## src/rtl/seq_pkg.sv

```systemverilog
// Shared encodings for the ALU instruction sequencer: state codes, IR field
// positions and default opcode constants.
package seq_pkg;
    localparam logic [2:0] S_IDLE = 3'd0;
    localparam logic [2:0] S_T0   = 3'd1;
    localparam logic [2:0] S_T1   = 3'd2;
    localparam logic [2:0] S_T2   = 3'd3;
    localparam logic [2:0] S_T3   = 3'd4;
    localparam logic [2:0] S_T4   = 3'd5;
    localparam logic [2:0] S_T5   = 3'd6;
    localparam logic [2:0] S_HALT = 3'd7;

    localparam int OP_HI = 31;
    localparam int OP_LO = 27;
    localparam int RA_HI = 26;
    localparam int RA_LO = 23;
    localparam int RB_HI = 22;
    localparam int RB_LO = 19;
    localparam int RC_HI = 18;
    localparam int RC_LO = 15;

    localparam logic [4:0] DEF_INC_PC_OP  = 5'd12;
    localparam logic [4:0] DEF_HALT_OP    = 5'd31;
    localparam logic [4:0] DEF_MAX_ALU_OP = 5'd11;
endpackage

```

## src/rtl/reg_select_decoder.sv

```systemverilog
// 4-bit register index to 16-bit one-hot select; all zero when disabled.
module reg_select_decoder (
    input  logic [3:0]  idx_i,
    input  logic        en_i,
    output logic [15:0] onehot_o
);
    always_comb begin
        onehot_o = '0;
        if (en_i) onehot_o[idx_i] = 1'b1;
    end
endmodule

```

## src/rtl/alu_instr_sequencer.sv

```systemverilog
// Control unit sequencing the Datapath through fetch (T0-T2) and a
// three-register ALU execute (T3-T5). Strobes decode from state and IR.
module alu_instr_sequencer
    import seq_pkg::*;
#(
    parameter logic [4:0] INC_PC_OP  = DEF_INC_PC_OP,
    parameter logic [4:0] HALT_OP    = DEF_HALT_OP,
    parameter logic [4:0] MAX_ALU_OP = DEF_MAX_ALU_OP
) (
    input  logic        clk,
    input  logic        clr,
    input  logic        start,
    input  logic        stop,
    input  logic        mem_rdy,
    input  logic [31:0] ir,
    output logic        PCout,
    output logic        Zlowout,
    output logic        MDRout,
    output logic        MARin,
    output logic        Zin,
    output logic        PCin,
    output logic        MDRin,
    output logic        IRin,
    output logic        Yin,
    output logic        Read,
    output logic [4:0]  OpCode,
    output logic [15:0] Rin,
    output logic [15:0] Rout,
    output logic        instr_done,
    output logic        illegal_op,
    output logic        halted,
    output logic [15:0] instr_count
);
    logic [2:0]  state_q, state_d;
    logic        first_q;
    logic [15:0] count_q;

    logic [4:0] op;
    logic [3:0] ra, rb, rc;
    logic       is_alu, is_halt;
    logic       unused_ir;

    assign op        = ir[OP_HI:OP_LO];
    assign ra        = ir[RA_HI:RA_LO];
    assign rb        = ir[RB_HI:RB_LO];
    assign rc        = ir[RC_HI:RC_LO];
    assign is_alu    = (op <= MAX_ALU_OP);
    assign is_halt   = (op == HALT_OP);
    assign unused_ir = ^ir[RC_LO-1:0];

    always_comb begin
        state_d = state_q;
        case (state_q)
            S_IDLE, S_HALT: if (start) state_d = S_T0;
            S_T0:           state_d = S_T1;
            S_T1:           if (mem_rdy) state_d = S_T2;
            S_T2:           state_d = S_T3;
            S_T3: begin
                if (is_alu)       state_d = S_T4;
                else if (is_halt) state_d = S_HALT;
                else              state_d = stop ? S_IDLE : S_T0;
            end
            S_T4:           state_d = S_T5;
            S_T5:           state_d = stop ? S_IDLE : S_T0;
            default:        state_d = S_IDLE;
        endcase
    end

    // first_q marks the first T1 cycle so the PC is loaded only once per fetch
    always_ff @(posedge clk) begin
        if (!clr) begin
            state_q <= S_IDLE;
            first_q <= 1'b0;
            count_q <= '0;
        end else begin
            state_q <= state_d;
            first_q <= (state_q == S_T0);
            if (state_q == S_T5) count_q <= count_q + 16'd1;
        end
    end

    always_comb begin
        PCout      = (state_q == S_T0);
        MARin      = (state_q == S_T0);
        Zin        = (state_q == S_T0) || (state_q == S_T4);
        PCin       = (state_q == S_T1) && first_q;
        Zlowout    = ((state_q == S_T1) && first_q) || (state_q == S_T5);
        Read       = (state_q == S_T1);
        MDRin      = (state_q == S_T1);
        MDRout     = (state_q == S_T2);
        IRin       = (state_q == S_T2);
        Yin        = (state_q == S_T3) && is_alu;
        illegal_op = (state_q == S_T3) && !is_alu && !is_halt;
        instr_done = (state_q == S_T5);
        halted     = (state_q == S_HALT);
        OpCode     = '0;
        if (state_q == S_T0)      OpCode = INC_PC_OP;
        else if (state_q == S_T4) OpCode = op;
    end

    reg_select_decoder u_rin_dec (
        .idx_i    (ra),
        .en_i     (state_q == S_T5),
        .onehot_o (Rin)
    );

    reg_select_decoder u_rout_dec (
        .idx_i    ((state_q == S_T3) ? rb : rc),
        .en_i     (((state_q == S_T3) && is_alu) || (state_q == S_T4)),
        .onehot_o (Rout)
    );

    assign instr_count = count_q;
endmodule

```

## config.mk

```make
export PLATFORM = sky130hd
export DESIGN_NAME = alu_instr_sequencer
export DESIGN_NICKNAME = d
export VERILOG_FILES = /design/src/rtl/seq_pkg.sv /design/src/rtl/reg_select_decoder.sv /design/src/rtl/alu_instr_sequencer.sv
export SDC_FILE = /design/constraint.sdc
export NUM_CORES = 1
export LEC_CHECK = 0
export CORE_MARGIN = 3
export CORE_UTILIZATION = 37
export DETAILED_ROUTE_END_ITERATION = 10
export MAX_ROUTING_LAYER = met4
export PLACE_DENSITY = 0.86
export SYNTH_ARGS = -nofsm -noshare
export SYNTH_HDL_FRONTEND = slang
export SYNTH_SLANG_ARGS = --single-unit
```

## constraint.sdc

```tcl
create_clock -name clk -period 3.43 [get_ports clk]
set_input_delay 0.8575 -clock clk [delete_from_list [all_inputs] [get_ports clk]]
set_output_delay 0.8575 -clock clk [all_outputs]
set_load 0.03 [all_outputs]
```

* Word-level counts from Yosys, hierarchy flattened
Cells that the tools add are included.
Word-level totals: memories kept 0, bits in writable memories 0, memory bits (read-only) 0, register bits 20, bits in latches 0, logic and storage cells 48, output and inout bits 66, bits of input ports 37
Cells by class: muxes and demuxes 15, bitwise logic cells 0, magnitude comparators 5, divide/modulo/power cells 0, multiply operators 0, reduce and logical (&&, ||, !) cells 14, shifts and indexed selects 0, $add $sub $neg 1, equal/unequal tests 10
Operators by type and width (number):
- two-way mux 16 bit | 2
- one-hot mux 3 bit (7 select lines) | 1
- adder 16 x 1 -> 16 bit (second input constant) | 1
- == test 3 bit (second input constant) | 4
- two-way mux 3 bit | 4
- < comparator 4 x 5 -> 1 bit (second input constant) | 2
- two-way mux 5 bit | 2
- demux 1 bit (select 4 bit) | 2
- >= comparator 4 x 1 -> 1 bit (second input constant) | 2
- == test 3 x 2 -> 1 bit (second input constant) | 2
- logical AND 1 bit | 6
- == test 5 bit (second input constant) | 1
- <= comparator 5 x 4 -> 1 bit (second input constant) | 1
- two-way mux 4 bit | 1
- inequality test 2 bit (second input constant) | 2
- == test 3 x 1 -> 1 bit (second input constant) | 1
- logical NOT 3 bit | 1
- logical OR 1 bit | 3
- two-way mux 1 bit | 3
- logical NOT 1 bit | 2
- AND reduction 2 bit | 1
- OR reduction 2 bit | 1

* Longest topological paths before layout
word-level depth 7, mapped depth 7, depth with buffers taken out 5

* Cells and area by module
A second synthesis with hierarchy kept.
Second synthesis, totals: cells, all modules 196, area total of the unflattened synthesis 1361.3 um^2
Modules (own cells, without submodules):
- alu_instr_sequencer | cells each 150, instances 1, area each 1123.6 um^2, seq. area each 400.4 um^2
- reg_select_decoder (u_rin_dec) | cells each 23, instances 1, area each 120.1 um^2, seq. area each 0.0 um^2
- reg_select_decoder (u_rout_dec) | cells each 23, instances 1, area each 117.6 um^2, seq. area each 0.0 um^2

* Least setup slack after synthesis
OpenSTA, ideal clock, no wires.
kind register -> output, start point register state_q[1], end point output port Zlowout, path slack 0.509 ns, data arrival time 2.064 ns, cell stages (with the launch flop) 5, path buffers 1, required time 2.572 ns, cells stage by stage dfxtp_1 buf_2 nor3b_1 and2_1 or2_2
On the way: cells in the longest elaborated chain, start to end 3, elaborated cells between the ends (all ways) 4, classes of those cells eq/ne: 2; reduce/logical: 2
Ends and longest elaborated chain:
- start: declaration | RTL line alu_instr_sequencer.sv:34 | logic [2:0] state_q, state_d;
- start signal: assignment | RTL line alu_instr_sequencer.sv:76 | state_q <= state_d;
- == test 3 x 2 -> 1 bit
- net MDRin | RTL line alu_instr_sequencer.sv:22 | output logic MDRin,
- logical AND 1 bit | RTL line alu_instr_sequencer.sv:87 | Zlowout = ((state_q == S_T1) && first_q) || (state_q == S_T5);
- net PCin | RTL line alu_instr_sequencer.sv:21 | output logic PCin,
- logical OR 1 bit | RTL line alu_instr_sequencer.sv:87
- end: declaration | RTL line alu_instr_sequencer.sv:17 | output logic Zlowout,
The timed path passes the listed nets, and every way through them passes these cells.

* Worst setup path after layout
start point input port ir[23], end point output port Rin[1]
On the way: cells in the longest elaborated chain, start to end 5, elaborated cells between the ends (all ways) 6, classes of those cells order compare: 2; mux: 3; reduce/logical: 1
Ends and longest elaborated chain:
- start: declaration | RTL line alu_instr_sequencer.sv:15 | input logic [31:0] ir,
- < comparator 4 x 5 -> 1 bit (implied by the code) / >= comparator 4 x 1 -> 1 bit (equally long branches) | RTL line reg_select_decoder.sv:9 | if (en_i) onehot_o[idx_i] = 1'b1;
- logical AND 1 bit (implied by the code) | RTL line reg_select_decoder.sv:9
- two-way mux 1 bit (implied by the code) | RTL line reg_select_decoder.sv:9
- demux 1 bit (select 4 bit) *
- two-way mux 16 bit * | RTL line reg_select_decoder.sv:9
- end: declaration | RTL line alu_instr_sequencer.sv:27 | output logic [15:0] Rin,
Mark *: on every way between the ends. The rest lies on a longest branch, timed or not.

==> flow_metrics.py <==
metrics = {
    "timing": {
        "timing.hold.ws_ns": 0.502,
        "setup_violations": 0,
        "tightestPinTransition_ns": 0.626,
        "fin_ws_ns": 0.111,
        "slew_headroom_pct": 58.2,
        "skew_ns": 0.00271,
        "slew_viol_final": 0,
        "period_share_pct": 96.8,
        "fmax_ghz": 0.301,
        "min_period_ns": 3.32,
        "finalHoldViolCount": 0,
    },
    "worst_setup_path": {
        "arrival_ns": 2.46,
        "r2r_slack_ns": 1.52,
        "cp-endpoint": "Rin[1]",
        "worstSetupStartpoint": "ir[23]",
        "crit_path_end_kind": "primary output",
        "critical_path_class": "in -> out",
        "r2r-end": "instr_count[15]$_SDFFE_PN0P_",
        "critPathLaunchType": "input port",
        "critPathMaxFanout": 4,
        "r2r_cells": 6,
        "reg2reg_from": "state_q[2]$_SDFFE_PN0P_",
        "worstPathRequired_ns": 2.57,
    },
    "floorplan": {
        "die_w_um": 67.8,
        "io_pins": 103,
        "row_count": 21,
        "initial_core_util_pct": 40.5,
        "die_y_um": 67.8,
        "die-area_um2": 4600,
        "core_area_um2": 3490,
    },
    "global_routing": {
        "grt.overflow.total": 0,
        "antenna_found_initial": 0,
        "grtUsageTotal_pct": 18.3,
        "grt_pass1_wl_mm": 6.53,
        "grt_pass1_vias": 1479,
        "grt_start_max_net_pins": 21,
    },
    "clocking": {
        "ctsHtreeMaxLevel": 1,
        "root_buffer": "clkbuf_8",
        "tritoncts": "yes",
        "cts_buffers": 3,
        "cts_sinks": 20,
        "cts_max_path_buffers": 2,
        "clkSlewWorstSetupHoldPaths_ns": 0.07,
        "clk-insertion-delay-late_ns": 0.26,
    },
    "power_and_ir_drop": {
        "peakVddDrop_uv": 229,
        "internal-power_mw": 0.443,
        "seq_power_share_pct": 41.3,
        "p_per_area_nw_per_um2": 251,
        "p_sw_share_pct": 24.5,
        "p_leak_nw": 1.00,
        "pwr-share-comb_pct": 18.9,
        "power_mw": 0.587,
        "p_sw_mw": 0.144,
        "pwr-share-clk_pct": 39.8,
    },
    "status": {
        "status": "finished, final reports clean",
    },
    "route": {
        "post-route-drc-count": 0,
        "drt_iter0_drc": 79,
        "routed_via_density": 5.13,
        "drt_wl_total_mm": 4.22,
        "firstDrtPassIters": 4,
        "vias": 1694,
        "wl_per_cell_um": 12.8,
        "ant_nets": 0,
    },
    "yosys": {
        "yosys_warnings": 0,
        "yosysTopAreaCell": "dfxtp_1",
        "synth_edf_count": 0,
        "synth_area_um2": 1420,
        "syn_avg_cell_area_um2": 7.04,
        "syn_nets": 239,
        "synth_top_area_share_pct": 28.3,
        "ys_top_cells_by_area": "dfxtp_1 (28%), nor2_1 (12%), a21oi_1 (4.6%)",
        "ys.flop_type": "dfxtp_1",
        "seq_area_frac_synth_pct": 28.3,
        "synthCells": 201,
        "netlist-cell-type-count": 40,
        "ys_ff_latch": 20,
        "synthArstFlopShare_pct": 0,
        "yosys-top-cells-count": "nor2_1 (45), dfxtp_1 (20), a21oi_1 (13), nand2_1 (13), nor3_1 (13)",
        "synth_most_common_cell": "nor2_1",
    },
    "min_path": {
        "hold_depth": 2,
        "hold_path_class": "reg -> reg",
    },
    "final_layout": {
        "fin_util_pct": 67.0,
        "area_growth_pct": 65.5,
        "final_nets": 323,
        "layout-drive-gt1-share_pct": 11.3,
        "antenna_cells": 0,
    },
    "place": {
        "gp_congestion": 0.884,
        "hpwl_mm": 3.33,
        "io_buffers": 87,
        "dp_slack_ns": 0.0344,
    },
    "flow_run": {
        "drv_cap": 0,
    },
}
==> worst min path at each step <==
stage                                       startpoint                      endpoint
after floorplan           instr_count[15]$_SDFFE_PN0P_  instr_count[15]$_SDFFE_PN0P_
after global placement    instr_count[15]$_SDFFE_PN0P_  instr_count[15]$_SDFFE_PN0P_
after detailed placement  instr_count[15]$_SDFFE_PN0P_  instr_count[15]$_SDFFE_PN0P_
after CTS                 instr_count[15]$_SDFFE_PN0P_  instr_count[15]$_SDFFE_PN0P_
after global routing      instr_count[15]$_SDFFE_PN0P_  instr_count[15]$_SDFFE_PN0P_
final                     instr_count[15]$_SDFFE_PN0P_  instr_count[15]$_SDFFE_PN0P_
==> power groups by stage <==
stage | Combinational, mW | Clock, mW | Sequential (mW)
detailed placement | 0.110 | 0 | 0.248
global route | 0.118 | 0.245 | 0.243
CTS | 0.111 | 0.238 | 0.242
global placement | 0.110 | 0 | 0.248
finish | 0.111 | 0.234 | 0.242
floorplan | 0.0656 | 0 | 0.242
==> metal layers <==
layer	wire, um	GRT usage, %	vias up	share of wire [%]
li1	-	-	862	-
met1	1920	22.7	785	45
met2	2100	31.7	47	50
met3	203	3.45	0	4.8
met4	0	2.23	0	0
met5	0	-	-	0
==> cells in the final DEF, fill, tap and decap left out, drive strengths merged, types with 3 or more instances in the layout <==
| master | instances |
|---|---|
| nand3 | 5 |
| dlymetal6s2s | 5 |
| a31oi | 5 |
| a21oi | 13 |
| nor3b | 8 |
| o21ai | 9 |
| buf | 21 |
| clkbuf | 3 |
| dfxtp | 20 |
| nor2 | 45 |
| or3 | 3 |
| inv | 8 |
| and3 | 9 |
| nand2 | 14 |
| or4 | 3 |
| xor2 | 5 |
| xnor2 | 4 |
| nor3 | 13 |
| nand2b | 4 |
| nand4 | 4 |
| clkdlybuf4s50 | 65 |
==> flip-flops by register name, summed over array words and instances (netlist names) <==
name,flops
instr_count,16
state_q,3
first_q,1
==> cell type report <==
class                   instances  area [um2]
fillers                       298        1150
multi-input cells             161         912
repair buffers                 91         871
flip-flops and latches         20         400
well taps                      46        57.6
clock buffers                   3        41.3
clock inverters                 1        30.0
inverters                       8        30.0
==> worst max-delay path: stages <==
cell and delay, ns:
clkdlybuf4s50_1 0.47, buf_4 0.11, nand3b_1 0.14, nor3_1 0.17, clkdlybuf4s50_1 0.70
==> through the flow <==
step	setup TNS, ns	instances	instance area (um2)
3_3_place_gp	0	326	2260
5_1_grt	-0.0178	330	2340
2_1_floorplan	0	201	1420
6_report	0	330	2340
3_5_place_dp	0	326	2260
4_1_cts	0	330	2330
==> cell families (layout without fill, tap and decap cells) <==
| family | count (synthesis) | after routing | synth area share, % |
|---|---|---|---|
| simple gates | 119 | 119 | 44.8 |
| compound gates | 31 | 31 | 12.5 |
| flops | 20 | 20 | 28.3 |
| buf+inv | 20 | 103 | 7.25 |
| xor+xnor | 9 | 9 | 5.57 |
| fa+ha+maj | 1 | 1 | 0.884 |
| mux | 1 | 1 | 0.707 |
==> timing repair <==
action,4_1_cts,5_1_grt
buffers inserted,0,0
endpoints found under the setup margin,0,5
hold buffers,0,0
resized for setup,0,5
endpoints found under the hold margin,0,0
(Power assumes the default switching activity.)
